===== config.mk =====
export PLATFORM = sky130hd
export DESIGN_NAME = ddc_buf_reader
export DESIGN_NICKNAME = d
export VERILOG_FILES = /design/src/rtl/ddc_buf_reader.sv
export SDC_FILE = /design/constraint.sdc
export NUM_CORES = 1
export LEC_CHECK = 0
export BUFFER_PORTS_ARGS = -buffer_cell sky130_fd_sc_hd__buf_2
export CORE_AREA = 2 2 207 209
export DETAILED_ROUTE_END_ITERATION = 16
export DIE_AREA = 0 0 209 211
export PLACE_DENSITY = 0.62
export SLEW_MARGIN = 20
export SYNTH_ARGS = -nofsm -noshare
export SYNTH_HDL_FRONTEND = slang
export SYNTH_SLANG_ARGS = --single-unit

===== constraint.sdc =====
create_clock -name lbs_clk -period 3.5 [get_ports lbs_clk]
set_input_delay 0.7 -clock lbs_clk [delete_from_list [all_inputs] [get_ports lbs_clk]]
set_output_delay 0.7 -clock lbs_clk [all_outputs]
set_load 0.02 [all_outputs]

===== src/rtl/ddc_buf_reader.sv =====
`default_nettype none
// ============================================================================
// Module   : ddc_buf_reader
// Desc     : Drains the DDC ring buffer in BLK_LEN-word blocks onto a stream.
//            Optional macro DDC_RD_OVF_DET_EN enables lagging-reader detection.
// Revision : 1.0
// ============================================================================
module ddc_buf_reader #(
    parameter int unsigned U_DLY     = 1,
    parameter int unsigned BUF_DEPTH = 11520,
    parameter int unsigned WPTR_ADDR = 11521,
    parameter int unsigned BLK_LEN   = 256,
    parameter int unsigned POLL_GAP  = 64
) (
    input  logic        rst_n,
    input  logic        lbs_clk,
    input  logic        enable,
    output logic [15:0] lbs_addr,
    output logic        lbs_re,
    input  logic [31:0] lbs_rdata,
    output logic        m_tvalid,
    output logic [31:0] m_tdata,
    output logic        m_tlast,
    input  logic        m_tready,
    output logic [13:0] rptr,
    output logic        ovf
);

    localparam int unsigned C_FIFO_DEPTH = 8;
    localparam int unsigned C_ISS_W      = $clog2(BLK_LEN + 1);
    localparam int unsigned C_OUT_W      = $clog2(BLK_LEN);
    localparam int unsigned C_GAP_W      = $clog2(POLL_GAP + 1);
    localparam logic [13:0] C_DEPTH14    = 14'(BUF_DEPTH);
    localparam logic [14:0] C_DEPTH15    = 15'(BUF_DEPTH);
    localparam logic [14:0] C_BLK15      = 15'(BLK_LEN);
`ifdef DDC_RD_OVF_DET_EN
    localparam logic [14:0] C_OVF_LIM    = 15'(BUF_DEPTH - BLK_LEN);
`endif

    // The delay parameter is kept for drop-in compatibility; this RTL is zero-delay.
    if (U_DLY != 0) begin : g_sim_dly
    end

    typedef enum logic [2:0] {
        S_IDLE  = 3'd0,
        S_POLL  = 3'd1,
        S_WAITW = 3'd2,
        S_CALC  = 3'd3,
        S_GAP   = 3'd4,
        S_READ  = 3'd5,
        S_DRAIN = 3'd6
    } state_t;

    state_t               state_q,    state_d;
    logic [15:0]          lbs_addr_q, lbs_addr_d;
    logic                 lbs_re_q,   lbs_re_d;
    logic [13:0]          rptr_q,     rptr_d;
    logic [13:0]          wptr_q,     wptr_d;
    logic                 wait_q,     wait_d;
    logic [C_GAP_W-1:0]   gap_cnt_q,  gap_cnt_d;
    logic [C_ISS_W-1:0]   iss_cnt_q,  iss_cnt_d;
    logic [1:0]           pipe_q,     pipe_d;
    logic [1:0]           infl_q,     infl_d;
    logic [31:0]          fifo_mem_q [C_FIFO_DEPTH];
    logic [31:0]          fifo_mem_d [C_FIFO_DEPTH];
    logic [2:0]           wr_ptr_q,   wr_ptr_d;
    logic [2:0]           rd_ptr_q,   rd_ptr_d;
    logic [3:0]           fifo_cnt_q, fifo_cnt_d;
    logic [C_OUT_W-1:0]   out_cnt_q,  out_cnt_d;
`ifdef DDC_RD_OVF_DET_EN
    logic                 ovf_q,      ovf_d;
`endif

    logic [14:0] avail;
    logic        issue_ok;
    logic        data_iss;
    logic        push;
    logic        pop;

    // Samples between our read pointer and the writer, modulo the ring size.
    always_comb begin
        avail = '0;
        if (wptr_q >= C_DEPTH14) begin
            avail = '0;
        end else if (wptr_q >= rptr_q) begin
            avail = {1'b0, wptr_q} - {1'b0, rptr_q};
        end else begin
            avail = {1'b0, wptr_q} + C_DEPTH15 - {1'b0, rptr_q};
        end
    end

    // Reserve a FIFO slot for every read still in the return pipe.
    assign issue_ok = (fifo_cnt_q + {2'b00, infl_q}) < 4'd8;

    always_comb begin
        state_d    = state_q;
        lbs_addr_d = lbs_addr_q;
        lbs_re_d   = 1'b0;
        rptr_d     = rptr_q;
        wptr_d     = wptr_q;
        wait_d     = wait_q;
        gap_cnt_d  = gap_cnt_q;
        iss_cnt_d  = iss_cnt_q;
        data_iss   = 1'b0;
`ifdef DDC_RD_OVF_DET_EN
        ovf_d      = ovf_q;
`endif
        case (state_q)
            S_IDLE: begin
                if (enable) begin
                    state_d = S_POLL;
                end
            end
            S_POLL: begin
                lbs_addr_d = 16'(WPTR_ADDR);
                lbs_re_d   = 1'b1;
                wait_d     = 1'b0;
                state_d    = S_WAITW;
            end
            S_WAITW: begin
                if (wait_q) begin
                    wptr_d  = lbs_rdata[13:0];
                    state_d = S_CALC;
                end else begin
                    wait_d = 1'b1;
                end
            end
            S_CALC: begin
                gap_cnt_d = '0;
                iss_cnt_d = '0;
                state_d   = (avail >= C_BLK15) ? S_READ : S_GAP;
`ifdef DDC_RD_OVF_DET_EN
                if (avail > C_OVF_LIM) begin
                    ovf_d   = 1'b1;
                    rptr_d  = wptr_q;
                    state_d = S_GAP;
                end
`endif
            end
            S_GAP: begin
                if (gap_cnt_q == C_GAP_W'(POLL_GAP - 1)) begin
                    state_d = enable ? S_POLL : S_IDLE;
                end else begin
                    gap_cnt_d = gap_cnt_q + C_GAP_W'(1);
                end
            end
            S_READ: begin
                if (issue_ok) begin
                    lbs_addr_d = {2'b00, rptr_q};
                    lbs_re_d   = 1'b1;
                    data_iss   = 1'b1;
                    rptr_d     = (rptr_q == C_DEPTH14 - 14'd1) ? 14'd0 : rptr_q + 14'd1;
                    iss_cnt_d  = iss_cnt_q + C_ISS_W'(1);
                    if (iss_cnt_q == C_ISS_W'(BLK_LEN - 1)) begin
                        state_d = S_DRAIN;
                    end
                end
            end
            S_DRAIN: begin
                if (infl_q == 2'd0) begin
                    state_d = enable ? S_POLL : S_IDLE;
                end
            end
            default: begin
                state_d = S_IDLE;
            end
        endcase
    end

    // Return path: data lands two edges after its strobe, then enters the FIFO.
    assign push = pipe_q[1];
    assign pop  = m_tvalid && m_tready;

    always_comb begin
        pipe_d     = {pipe_q[0], data_iss};
        infl_d     = infl_q;
        fifo_mem_d = fifo_mem_q;
        wr_ptr_d   = wr_ptr_q;
        rd_ptr_d   = rd_ptr_q;
        fifo_cnt_d = fifo_cnt_q;
        out_cnt_d  = out_cnt_q;

        case ({data_iss, push})
            2'b10:   infl_d = infl_q + 2'd1;
            2'b01:   infl_d = infl_q - 2'd1;
            default: infl_d = infl_q;
        endcase

        if (push) begin
            fifo_mem_d[wr_ptr_q] = lbs_rdata;
            wr_ptr_d             = wr_ptr_q + 3'd1;
        end
        if (pop) begin
            rd_ptr_d  = rd_ptr_q + 3'd1;
            out_cnt_d = (out_cnt_q == C_OUT_W'(BLK_LEN - 1)) ? '0 : out_cnt_q + C_OUT_W'(1);
        end

        case ({push, pop})
            2'b10:   fifo_cnt_d = fifo_cnt_q + 4'd1;
            2'b01:   fifo_cnt_d = fifo_cnt_q - 4'd1;
            default: fifo_cnt_d = fifo_cnt_q;
        endcase
    end

    always_ff @(posedge lbs_clk or negedge rst_n) begin
        if (!rst_n) begin
            state_q    <= S_IDLE;
            lbs_addr_q <= '0;
            lbs_re_q   <= 1'b0;
            rptr_q     <= '0;
            wptr_q     <= '0;
            wait_q     <= 1'b0;
            gap_cnt_q  <= '0;
            iss_cnt_q  <= '0;
            pipe_q     <= '0;
            infl_q     <= '0;
            fifo_mem_q <= '{default: '0};
            wr_ptr_q   <= '0;
            rd_ptr_q   <= '0;
            fifo_cnt_q <= '0;
            out_cnt_q  <= '0;
`ifdef DDC_RD_OVF_DET_EN
            ovf_q      <= 1'b0;
`endif
        end else begin
            state_q    <= state_d;
            lbs_addr_q <= lbs_addr_d;
            lbs_re_q   <= lbs_re_d;
            rptr_q     <= rptr_d;
            wptr_q     <= wptr_d;
            wait_q     <= wait_d;
            gap_cnt_q  <= gap_cnt_d;
            iss_cnt_q  <= iss_cnt_d;
            pipe_q     <= pipe_d;
            infl_q     <= infl_d;
            fifo_mem_q <= fifo_mem_d;
            wr_ptr_q   <= wr_ptr_d;
            rd_ptr_q   <= rd_ptr_d;
            fifo_cnt_q <= fifo_cnt_d;
            out_cnt_q  <= out_cnt_d;
`ifdef DDC_RD_OVF_DET_EN
            ovf_q      <= ovf_d;
`endif
        end
    end

    assign lbs_addr = lbs_addr_q;
    assign lbs_re   = lbs_re_q;
    assign rptr     = rptr_q;
    assign m_tvalid = (fifo_cnt_q != 4'd0);
    assign m_tdata  = m_tvalid ? fifo_mem_q[rd_ptr_q] : 32'd0;
    assign m_tlast  = m_tvalid && (out_cnt_q == C_OUT_W'(BLK_LEN - 1));

`ifdef DDC_RD_OVF_DET_EN
    assign ovf = ovf_q;
`else
    assign ovf = 1'b0;
`endif

endmodule
`default_nettype wire


==> metrics.md <==
| Metric | Value |
|---|---|
| DRC violations left | 0 |
| Initial antenna violation count | 4 |
| Arrival time at the worst endpoint | between 3 and 4 ns |
| WL final | approximately 38000 um |
| Leakage | 8.914 nW |
| Final setup vio count | 0 |
| DRT antenna net count | 0 |
| Top achievable clock speed | roughly 0.31 GHz |
| DP Area | roughly 18000 sq um |
| Core Area | approximately 42000 sq um |
| Switch share | between 20% and 30% |
| Die area | about 44000 sq um |
| Grt total ovfl | 0 |
| Die Ht | 211 um |
| Worst EP required | around 4 ns |
| Vias in the first global route | 10690 |
| WL per Instance | slightly below 20 um |
| Input/output buffers | a little under 100 |
| Largest net degree at the start of global routing | 95 |
| Layout cells sized above 1 | roughly 39% |
| Maximum VDD drop | about 0.46 mV |
| Crit path launch type | flip-flop |
| # nets final | ~1400 |
| GRT Overall Usage | roughly 18% |
| Crit Path Max Fanout | 8 |
| Mapped cell area | roughly 17000 sq um |
| Final worst path period need | between 3 and 4 ns |
| Status | finished clean |
| Number of synthesized register bits | between 300 and 400 |
| Clock power share | ~36% |
| Clock buffer depth | 3 |
| Initial Utilization | roughly two fifths |
| Sequential area share after synthesis | 51.39% |
| P&R area growth vs syn | 15.49% |
| Internal Pwr Total | 7.593 mW |
| Part of the power in registers | 39.3% |
| RSZ-0062 raised after global routing | no |
| Starting DRC count in detailed routing | 459 |
| Async SR Flop Fraction | 100.0% |
| Average vias per placed instance | ~5.4 |
| Post-CTS sizing | 0 |
| N_diodes | 0 |
| Post-CTS setup buffer count | 0 |
| Worst-path clk slew | 0.06 ns |
| Final period utilization | about nine tenths |
| Total number of vias | between 10000 and 15000 |
| Die width | around 210 um |
| CP Capture Type | flip-flop |
| Main synth FF type | dfrtp_1 |
| Synth Instances | ~1200 |
| Num rows | between 70 and 80 |
| Commonest non-fill, non-tap cell in the layout | dfrtp_1 |
| H-tree level count | 2 |
| Root Driver | clkbuf_16 |
| Ports | about 100 |
| Clk sinks | approximately 340 |
| Hold WC Path Type | primary input to asynchronous set/reset pin |
| Hold Buf Count CTS | 0 |
| Commonest non-fill, non-tap cells in the layout | dfrtp_1, mux2_2, buf_2 |
| Fin. max-slew vios | 0 |
| Worst skew pair latency | around 0.55 ns |
| Netlist cell types | 64 |
| Setup TNS | 0 ns |
| Comb pwr share | between 20% and 30% |
| Avg Synthesized Cell Area | between 10 and 15 sq um |
| Slew HR | between 40 and 50% |
| Least-Margin Pin Slew | 0.8333 ns |
| MaxCap Viol Count | 0 |
| Dpl hpwl | between 20000 and 25000 um |
| Clk_skew | about 0.015 ns |
| Fin area | roughly 19000 sq um |
| Detailed Routing Iterations Pass 1 | 4 |
| First-pass GRT wire length | ~61000 um |
| CTS tree | done |
| Ys Warns | 0 |
| Cell Pwr Density | about 560 nW/um^2 |
| Psw | 3.226 mW |
| Routability congestion estimate | just under 0.9 |
| TritonCTS Buffers | 38 |
| Final hold vios | 0 |
| Worst setup path class | flip-flop to flip-flop |
| Number of synthesized flops with an enable pin | 0 |
-- per-layer routing --
metal,GRT usage (%),routed length [um],part of all wire (%),vias to the layer above
met1,24.63,17520,46,5371
met2,28.41,17940,47,158
li1,-,-,-,4699
met3,3.583,1574,4.1,61
met4,4.828,850,2.2,8
met5,0,44,0.12,-
-- through the flow --
step	util (%)	power, mW	setup WS (ns)	cells	hold WS (ns)
after floorplan	-	6.070	0.4015	1242	0.3312
after global placement	42.96	6.993	0.3250	1852	0.3345
after detailed placement	42.96	7.010	0.3396	1852	0.3347
after CTS	45.92	11.01	0.3113	1918	0.2103
after global routing	45.92	11.38	0.006049	1918	0.2528
final	45.92	10.82	0.2815	1918	0.2048
-- Yosys cell counts, drive strengths merged (4+ instances only) --
master	count	area [sq um]
a21o	4	30.03
a21oi	18	90.09
and3	7	45.05
buf	15	72.57
clkbuf	47	176.4
dfrtp	341	8533
fa	10	200.2
ha	44	550.5
inv	49	183.9
mux2	268	3022
mux2i	34	340.3
mux4	64	1441
nand2	67	251.5
nand2b	5	31.28
nand3	19	95.09
nand4	14	87.58
nor2	70	262.8
nor3	12	60.06
nor4	4	37.53
o21ai	40	203.9
o31ai	13	97.59
or2	4	25.02
or3	4	25.02
xnor2	25	219.0
xor2	16	140.1
-- state kept, by name (all words and copies together), names as in the netlist --
signal / flops
lbs_addr: 14
wait_q: 1
gap_cnt_q: 7
infl_q: 2
iss_cnt_q: 9
out_cnt_q: 8
pipe_q: 2
lbs_re: 1
wr_ptr_q: 3
wptr_q: 14
state_q: 3
fifo_cnt_q: 4
rptr: 14
rd_ptr_q: 3
fifo_mem_q: 256
-- cell type report --
type                       count  area (sq um)
clock buffer                  59          1151
clock inverter                 7         85.08
fill                        3708         22580
inverter                      50         187.7
multi-input combinational    789          7674
sequential                   341          8539
tap                          539         674.4
timing repair buffer         133         863.3
-- cells by family after synthesis --
family,share of synthesized area (%)
xor+xnor,2.163
mux,28.93
fa+ha+maj,4.521
simple gates,6.322
buf+inv,2.630
flops,51.39
other cells,0.02259
compound gates,4.017
-- final timing paths --
path / startpoint / to / slack (ns) / cells past startpoint
max in group asynchronous: rst_n / gap_cnt_q[0] / 2.39 / 3
min in group lbs_clk: pipe_q[0] / pipe_q[1] / 0.35 / 0
min: rst_n / wptr_q[3] / 0.20 / 1
max: rptr[6] / state_q[0] / 0.28 / 12
min reg2reg: pipe_q[0] / pipe_q[1] / 0.35 / 0
max reg2reg: rptr[6] / state_q[0] / 0.28 / 12
-- worst max-delay path: stages, from the launching register on --
cell	delay [ns]
dfrtp_1	0.45
inv_1	0.18
ha_1	0.19
inv_1	0.05
fa_1	0.53
and3b_2	0.24
and2_1	0.16
a221o_1	0.35
a21oi_1	0.18
nor4b_1	0.32
nor4_1	0.11
nor4_1	0.25
o21ai_1	0.09
-- power by group through the flow --
stage	clock network (mW)	logic, mW	registers (mW)
6_report	3.94	2.62	4.26
5_1_grt	4.24	2.86	4.28
4_1_cts	4.06	2.69	4.26
3_5_place_dp	0	2.68	4.33
3_3_place_gp	0	2.67	4.32
2_1_floorplan	0	1.82	4.25
(Power assumes the default switching activity.)
